### src/rtl/snake_pkg.sv
// Shared constants for the snake game: one-hot direction codes, phase encodings
// and the helper that says which direction a move would reverse onto.
package snake_pkg;

  localparam logic [3:0] DIR_NONE  = 4'b0000;
  localparam logic [3:0] DIR_UP    = 4'b0001;
  localparam logic [3:0] DIR_DOWN  = 4'b0010;
  localparam logic [3:0] DIR_LEFT  = 4'b0100;
  localparam logic [3:0] DIR_RIGHT = 4'b1000;

  localparam int NUM_BTN   = 5;
  localparam int BTN_UP    = 0;
  localparam int BTN_DOWN  = 1;
  localparam int BTN_LEFT  = 2;
  localparam int BTN_RIGHT = 3;
  localparam int BTN_START = 4;

  typedef enum logic [1:0] {
    PH_IDLE = 2'b00,
    PH_RUN  = 2'b01,
    PH_OVER = 2'b10,
    PH_BAD  = 2'b11
  } phase_e;

  function automatic logic [3:0] dir_opposite(input logic [3:0] d);
    case (d)
      DIR_UP:    return DIR_DOWN;
      DIR_DOWN:  return DIR_UP;
      DIR_LEFT:  return DIR_RIGHT;
      DIR_RIGHT: return DIR_LEFT;
      default:   return DIR_NONE;
    endcase
  endfunction

endpackage

### src/rtl/snake_input_ctrl_if.sv
// Button/game-core bundle around snake_input_ctrl; slave is the controller side.
interface snake_input_ctrl_if;
  logic       btn_up;
  logic       btn_down;
  logic       btn_left;
  logic       btn_right;
  logic       btn_start;
  logic       game_over;
  logic [3:0] movement;
  logic       start;
  logic       dir_valid;
  logic [1:0] phase;

  modport master (
    output btn_up, btn_down, btn_left, btn_right, btn_start, game_over,
    input  movement, start, dir_valid, phase
  );

  modport slave (
    input  btn_up, btn_down, btn_left, btn_right, btn_start, game_over,
    output movement, start, dir_valid, phase
  );
endinterface

### src/rtl/snake_input_ctrl_btn_debounce.sv
// One button: 2-flop synchroniser, stability counter and registered rising-edge
// detect. press_o is a single-cycle pulse one cycle after the level is accepted.
module btn_debounce #(
  parameter int DB_CYCLES = 250000,
  parameter int CNT_W     = 18
) (
  input  logic clk,
  input  logic reset,
  input  logic raw_i,
  output logic level_o,
  output logic press_o
);

  logic             sync1_q, sync2_q;
  logic             level_q, level_d, level_d1_q, press_q;
  logic [CNT_W-1:0] cnt_q, cnt_d;

  always_comb begin
    level_d = level_q;
    cnt_d   = '0;
    if (sync2_q != level_q) begin
      if (cnt_q == CNT_W'(DB_CYCLES - 1)) level_d = ~level_q;
      else                                cnt_d   = cnt_q + 1'b1;
    end
  end

  always_ff @(posedge clk) begin
    if (!reset) begin
      sync1_q    <= 1'b0;
      sync2_q    <= 1'b0;
      level_q    <= 1'b0;
      level_d1_q <= 1'b0;
      press_q    <= 1'b0;
      cnt_q      <= '0;
    end else begin
      sync1_q    <= raw_i;
      sync2_q    <= sync1_q;
      level_q    <= level_d;
      level_d1_q <= level_q;
      press_q    <= level_q & ~level_d1_q;
      cnt_q      <= cnt_d;
    end
  end

  assign level_o = level_q;
  assign press_o = press_q;

endmodule

### src/rtl/snake_input_ctrl.sv
// Snake front end: five debounced buttons feed a phase FSM that emits start
// pulses and a held one-hot movement code with 180-degree reversal rejection.
module snake_input_ctrl
  import snake_pkg::*;
#(
  parameter int DB_CYCLES = 250000,
  parameter int CNT_W     = 18
) (
  input  logic                 clk,
  input  logic                 reset,
  snake_input_ctrl_if.slave    bus
);

  logic [NUM_BTN-1:0] raw, level, press;
  logic [3:0]         cand, mov_q;
  logic               accept, start_q, dv_q;
  phase_e             phase_q;

  assign raw = {bus.btn_start, bus.btn_right, bus.btn_left, bus.btn_down, bus.btn_up};

  for (genvar i = 0; i < NUM_BTN; i++) begin : g_btn
    btn_debounce #(.DB_CYCLES(DB_CYCLES), .CNT_W(CNT_W)) u_db (
      .clk     (clk),
      .reset   (reset),
      .raw_i   (raw[i]),
      .level_o (level[i]),
      .press_o (press[i])
    );
  end

  // Fixed priority up > down > left > right; losers of a tie are dropped.
  always_comb begin
    cand = DIR_NONE;
    if      (press[BTN_UP])    cand = DIR_UP;
    else if (press[BTN_DOWN])  cand = DIR_DOWN;
    else if (press[BTN_LEFT])  cand = DIR_LEFT;
    else if (press[BTN_RIGHT]) cand = DIR_RIGHT;
    accept = (cand != DIR_NONE) && (cand != mov_q) && (cand != dir_opposite(mov_q));
  end

  always_ff @(posedge clk) begin
    if (!reset) begin
      phase_q <= PH_IDLE;
      mov_q   <= DIR_NONE;
      start_q <= 1'b0;
      dv_q    <= 1'b0;
    end else begin
      start_q <= 1'b0;
      dv_q    <= 1'b0;
      case (phase_q)
        PH_IDLE, PH_OVER: begin
          // Start outranks any simultaneous direction; dir_valid marks the clear.
          if (press[BTN_START]) begin
            start_q <= 1'b1;
            mov_q   <= DIR_NONE;
            dv_q    <= (mov_q != DIR_NONE);
            phase_q <= PH_RUN;
          end
        end
        PH_RUN: begin
          if (accept) begin
            mov_q <= cand;
            dv_q  <= 1'b1;
          end
          if (bus.game_over) phase_q <= PH_OVER;
        end
        default: phase_q <= PH_IDLE;
      endcase
    end
  end

  assign bus.movement  = mov_q;
  assign bus.start     = start_q;
  assign bus.dir_valid = dv_q;
  assign bus.phase     = phase_q;

endmodule

### src/flat_wrapper.sv
// flat-port wrapper written by rule: the top's interface ports become plain ports
module snake_input_ctrl_flat import snake_pkg::*;
#(
  parameter int DB_CYCLES = 250000,
  parameter int CNT_W     = 18
)
  (clk, reset, bus_btn_up, bus_btn_down, bus_btn_left, bus_btn_right, bus_btn_start, bus_game_over, bus_movement, bus_start, bus_dir_valid, bus_phase);
  snake_input_ctrl_if bus_i ();
  input  logic clk;
  input  logic reset;
  input wire logic [$bits(bus_i.btn_up)-1:0] bus_btn_up;
  input wire logic [$bits(bus_i.btn_down)-1:0] bus_btn_down;
  input wire logic [$bits(bus_i.btn_left)-1:0] bus_btn_left;
  input wire logic [$bits(bus_i.btn_right)-1:0] bus_btn_right;
  input wire logic [$bits(bus_i.btn_start)-1:0] bus_btn_start;
  input wire logic [$bits(bus_i.game_over)-1:0] bus_game_over;
  output wire logic [$bits(bus_i.movement)-1:0] bus_movement;
  output wire logic [$bits(bus_i.start)-1:0] bus_start;
  output wire logic [$bits(bus_i.dir_valid)-1:0] bus_dir_valid;
  output wire logic [$bits(bus_i.phase)-1:0] bus_phase;
  assign bus_i.btn_up = bus_btn_up;
  assign bus_i.btn_down = bus_btn_down;
  assign bus_i.btn_left = bus_btn_left;
  assign bus_i.btn_right = bus_btn_right;
  assign bus_i.btn_start = bus_btn_start;
  assign bus_i.game_over = bus_game_over;
  assign bus_movement = bus_i.movement;
  assign bus_start = bus_i.start;
  assign bus_dir_valid = bus_i.dir_valid;
  assign bus_phase = bus_i.phase;
  snake_input_ctrl #(.DB_CYCLES(DB_CYCLES), .CNT_W(CNT_W)) u_core (.clk(clk), .reset(reset), .bus(bus_i));
endmodule
### config.mk
export PLATFORM = sky130hd
export DESIGN_NAME = snake_input_ctrl_flat
export DESIGN_NICKNAME = d
export VERILOG_FILES = /design/src/rtl/snake_pkg.sv /design/src/rtl/snake_input_ctrl_if.sv /design/src/rtl/snake_input_ctrl_btn_debounce.sv /design/src/rtl/snake_input_ctrl.sv /design/src/flat_wrapper.sv
export SDC_FILE = /design/constraint.sdc
export NUM_CORES = 1
export LEC_CHECK = 0
export BUFFER_PORTS_ARGS = -buffer_cell sky130_fd_sc_hd__buf_2
export CORE_ASPECT_RATIO = 1.4
export CORE_MARGIN = 2
export CORE_UTILIZATION = 58
export CTS_BUF_LIST = sky130_fd_sc_hd__clkbuf_4
export DETAILED_ROUTE_END_ITERATION = 16
export GPL_TIMING_DRIVEN = 0
export PLACE_DENSITY = 0.78
export SETUP_SLACK_MARGIN = 0.3
export SKIP_CTS_REPAIR_TIMING = 1
export SLEW_MARGIN = 20
export SYNTH_ARGS = -nofsm -noshare
export SYNTH_HDL_FRONTEND = slang
export SYNTH_HIERARCHICAL = 1
export SYNTH_SLANG_ARGS = --single-unit
### constraint.sdc
create_clock -name clk -period 2.2 [get_ports clk]
set_clock_uncertainty 0.1 [all_clocks]
set_input_delay 0.22 -clock clk [delete_from_list [all_inputs] [get_ports clk]]
set_output_delay 0.22 -clock clk [all_outputs]
set_load 0.05 [all_outputs]
* After elaboration in Yosys (flattened, before gate mapping)
Index checks and enable logic that the tools add are counted.
** Word-level totals
- Register bits after elaboration :: 123
- Input bits :: 8
- Output and inout port bits :: 8
- Logic and storage cells :: 116
** Cells by class
- Add/sub/neg operators :: 5
- Eq/ne operators :: 21
- Mux-type cells :: 15
- Bitwise gates (word level) :: 21
- Reduce and logical (&&, ||, !) cells :: 20
** Operator list (count)
- $add 18x1->18 const B :: 5
- $eq 18x18->1 const B :: 5
- $mux 4 :: 6
- $not 1->1 :: 16
- $pmux 4 s4 :: 1
- $reduce_or 3->1 :: 5
- $reduce_and 2->1 :: 7
- $ne 4x4->1 :: 2
- $pmux 4 s2 :: 1
- $reduce_bool 4->1 :: 2
- $and 1x1->1 :: 5
- $ne 1x1->1 :: 5
- $eq 4x1->1 const B :: 1
- $eq 4x2->1 const B :: 1
- $eq 4x3->1 const B :: 1
- $eq 4x4->1 const B :: 1
- $mux 2 :: 2
- $ne 2x2->1 const B :: 2
- $pmux 2 s2 :: 1
- $mux 1 :: 3
- $reduce_and 3->1 :: 1
- $eq 2x1->1 const B :: 1
- $eq 2x2->1 const B :: 1
- $logic_and 1x1->1 :: 2
- other kinds (5) :: 5

* Longest topological paths before layout
- Word-level depth :: 9
- Mapped depth :: 7
- Depth with buffers taken out :: 6

* Hierarchy
The synthesis kept the hierarchy.
** Modules (own cells, without submodules)
- btn_debounce :: instances 5, cells an instance 108, area each 1011.0 µm², sequential area each 460.4 µm²
- snake_input_ctrl :: instances 1, cells an instance 64, area each 550.5 µm², sequential area each 160.2 µm²

* Worst setup path before layout
No wires, ideal clock.
- Path type :: flip-flop to flip-flop
- Start point :: register u_core.mov_q[0] (netlist: u_core/bus.movement[0])
- End point :: register u_core.mov_q[0] (netlist: u_core/bus.movement[0])
- Setup time :: 72 ps
- Data arrival time :: 2341 ps
- Data required time :: 2028 ps
- Slack :: -313 ps
- Cell stages (with the launch flop) :: 7
- Path buffers :: 1
- Clock period less this slack :: 2513 ps
- Cells stage by stage :: dfxtp_1 clkbuf_1 mux2_2 a211oi_2 o21ai_1 a2111oi_4 mux2i_1
** Between the ends
- Cells in the longest elaborated chain, start to end :: 6
- Elaborated cells between the ends (all ways) :: 11
- Classes of those cells :: 7 x eq/ne; 1 x mux; 3 x reduce/logical
** Ends and longest elaborated chain
- start, declared :: line snake_input_ctrl.sv:15 : logic [3:0] cand, mov_q;
- start signal, assigned :: line snake_input_ctrl.sv:62 : mov_q <= cand;
- $eq 4x4->1 (tied with other cells) :: line snake_pkg.sv:26 : case (d)
- $pmux 4 s4 :: line snake_pkg.sv:26
- $ne 4x4->1 :: line snake_input_ctrl.sv:38 : accept = (cand != DIR_NONE) && (cand != mov_q) && (cand != dir_opposite(mov_q));
- $logic_and 1x1->1 * :: line snake_input_ctrl.sv:38
- $ne 2x1->1 (no line) *
- $reduce_and 3->1 (no line) *
Every way passes the cells marked *; elsewhere a longest branch is shown, timed or not.
A chain may end at the register's enable or synchronous reset.

* Worst setup path after layout
- Start point :: register u_core.g_btn[1].u_db.press_q
- End point :: register u_core.mov_q[2] (netlist: u_core/bus.movement[2])
** Between the ends
- Cells in the longest elaborated chain, start to end :: 7
- Elaborated cells between the ends (all ways) :: 11
- Classes of those cells :: 3 x eq/ne; 4 x mux; 4 x reduce/logical
** Ends and longest elaborated chain
- start, declared :: line snake_input_ctrl_btn_debounce.sv:15 : logic level_q, level_d, level_d1_q, press_q;
- start signal, assigned :: line snake_input_ctrl_btn_debounce.sv:40 : press_q <= level_q & ~level_d1_q;
- $mux 4 * :: line snake_input_ctrl.sv:35 : else if (press[BTN_DOWN]) cand = DIR_DOWN;
- $mux 4 * :: line snake_input_ctrl.sv:34 : if (press[BTN_UP]) cand = DIR_UP;
- $ne 4x4->1 or $reduce_bool 4->1 (tied branches) :: line snake_input_ctrl.sv:38
- $logic_and 1x1->1 (2 in series) :: line snake_input_ctrl.sv:38
- $ne 2x1->1 (no line)
- $reduce_and 3->1 (no line)
Every way passes the cells marked *; elsewhere a longest branch is shown, timed or not. The select of a mux whose other input is x is not followed.

==> summary.txt <==
Status = finished, violations left
Failing checks = setup timing
Crit start category = flip-flop
RSZ-0062 raised after global routing = yes
CP arrival = 2560 ps
Slew headroom = 70.08%
Final setup margin = -24.55 ps
Hold Crit Class = input port to flip-flop
Antenna Nets Post-Route = 0
Fin crit share = 101.1%
Most common cell after layout, fill and taps aside = dfxtp_1
Drt first pass iters = 5
Crit path capture type = flip-flop
Number of enable flip-flop cells after synthesis = 0
Ys async rst share = 0%
Critical R2R Launch = u_core/g_btn[1].u_db/press_o
Dominant cell type by area after synthesis = dfxtp_1
Hpwl dp = 7.471 mm
Multi-input combinational cell area = 2938 um2
Clock buffer depth = 2
Post-synthesis register bit count = 123
Sequential area share after synthesis = 43.93%
Peak supply drop = 0.4034 mV
Via count = 4445
DR WL/cell = 14.11 um
Avg Cell Area, Syn = 9.280 um2
Final nets = 676
H-tree depth = 4
Worst-path clk slew = 100 ps
Top-area cell type share of the netlist area = 43.93%
Slew Limit Fails = 0
# clock sinks = 123
Minimum clock period = 2225 ps
Final wirelength = 11.05 mm
Power per cell area = 573.9 nW/um2
Site Rows = 42
Hold Fails Final Rpt = 0
Die area = 10480 um2
Worst Hold Launch = reset
Synthesized net count = 617
Worst-path fanout max = 5
Worst-skew pair later-pin latency = 500 ps
Via density per instance = 5.677
DRC violation count after routing = 0
# port buffers = 15
Warnings, synthesis = 6
Die H = 120.3 um
Die width = 87.09 um
Largest net degree at the start of global routing = 27
Worst Path Required = 2530 ps
Fraction of layout cells with a size suffix above 1 = 15.63%
Fin area = 6300 um2
Initial Utilization = 59.59%
Most frequent cells in the layout = dfxtp_1 (116), nor2_1 (102), xor2_1 (46)
Lkg Pwr = 0.002124 uW
Worst setup path class = flip-flop to flip-flop
Dpl cell area = 5849 um2
CTS tree = built
Max Cap Viol = 0
Fill count = 758
Synth Cell Area = 5605 um2
# setup viols final = 3
Synth area leaders = dfxtp_1 (44%), xor2_1 (7.2%), nor2_1 (6.8%)
Drt initial violations = 204
Post-layout util = 66.97%
Initial antenna violation count = 1
First-pass GRT wire length = 17.82 mm
Power Total = 3616 uW
Number of I/O pins = 16
Gr usage total = 21.48%
Vias in the first global route = 4065
Slew @ Worst Pin = 448.8 ps
Sequential cell area = 2476 um2
Highest Clock Rate = 449.5 MHz
Grt ovf = 0
Area growth syn-to-layout = 12.39%
Synth Flop Type = dfxtp_1
Netlist cell types = 40
GPL Wtd Cong = 0.8333
CP startpoint = u_core/g_btn[1].u_db/press_o
Cts bufs inserted = 17
Core Box Area = 9407 um2
Clock root cell = clkbuf_4
Syn Inst Count = 604
==> layout make-up <==
cell class	instances	area share, %
antenna	1	0.03972
buffer	24	2.920
clock buffer	21	2.502
clock inverter	7	0.8739
inverter	19	1.132
multi-input combinational	438	46.63
sequential	123	39.30
tap	110	2.185
timing repair buffer	40	4.409
==> logic make-up after synthesis <==
family | Yosys count | synth area share, %
AO/OA/AOI/OAI | 38 | 7.076
XOR/XNOR | 77 | 12.03
adder cells (fa/ha/maj) | 5 | 1.116
buffers and inverters | 43 | 4.330
flip-flops | 123 | 43.93
multiplexers | 10 | 1.808
AND/OR/NAND/NOR | 308 | 29.71
==> critical path, stage by stage (launching register included) <==
cell and delay (ps):
dfxtp_4 380, nor4b_4 390, nor3_1 100, a311o_1 350, o311a_1 150, a2111oi_4 290
buf_4 220, mux2i_1 190
==> state kept, by name (all words and copies together), names as in the netlist <==
register,cells
u_core/g_btn.u_db/cnt_q,90
u_core/g_btn.u_db/level_d1_q,5
u_core/g_btn.u_db/level_o,5
u_core/g_btn.u_db/press_o,5
u_core/g_btn.u_db/sync1_q,5
u_core/g_btn.u_db/sync2_q,5
u_core/bus.movement,4
u_core/bus.phase,2
u_core/bus.dir_valid,1
u_core/bus.start,1
==> power by group <==
part	total [uW]	switching, uW	internal, uW	leakage (uW)
logic	73.5	36.1	37.4	0.00100
registers	2240	5.81	2230	0.000997
clock network	1300	735	568	0.000125
==> through the flow <==
stage / cells / setup TNS (ps) / setup WS, ps / hold WS, ps
after CTS: 757 / -797.7 / -192.5 / -232.8
final: 783 / -48.69 / -24.55 / 106.1
after global placement: 729 / -201.4 / -56.77 / 272.6
after floorplan: 604 / 0 / 122.6 / 241.7
after detailed placement: 729 / -661.1 / -166.2 / 280.7
after global routing: 783 / -196.8 / -62.07 / 84.35
==> cells in the mapped netlist, types with 2 or more instances <==
| library cell | count |
|---|---|
| dfxtp_1 | 123 |
| nor2_1 | 102 |
| xor2_1 | 46 |
| nand2_1 | 42 |
| nand3_1 | 34 |
| xnor2_1 | 31 |
| nand4_1 | 30 |
| and2_1 | 20 |
| inv_1 | 19 |
| nor4_1 | 16 |
| and4_1 | 15 |
| nor3_1 | 14 |
| a21oi_1 | 12 |
| o41ai_1 | 11 |
| buf_6 | 10 |
| or4b_1 | 10 |
| clkbuf_1 | 9 |
| mux2i_1 | 9 |
| and3_1 | 5 |
| buf_2 | 5 |
| ha_1 | 5 |
| nor4b_1 | 5 |
| nor4b_2 | 5 |
| o41ai_4 | 5 |
| nand2b_1 | 4 |
| nand3b_1 | 2 |
| o21a_1 | 2 |
==> routing by layer <==
metal  vias to the layer above  wire length (um)  GRT usage (%)
met1                      2069              4505          23.22
met4                         0               214          9.473
met5                         -                 0              0
li1                       2242                 -              -
met2                       113              5893          37.79
met3                        21               436          6.553
==> worst paths after layout <==
kind,to,slack [ps],cells past startpoint
min,u_core/g_btn[3].u_db/level_o,110,3
min reg2reg,u_core/g_btn[4].u_db/press_o,280,1
max,u_core/bus.movement[2],-20,7
max reg2reg,u_core/bus.movement[2],-20,7
Note: power is estimated with default switching activity, not from simulation.
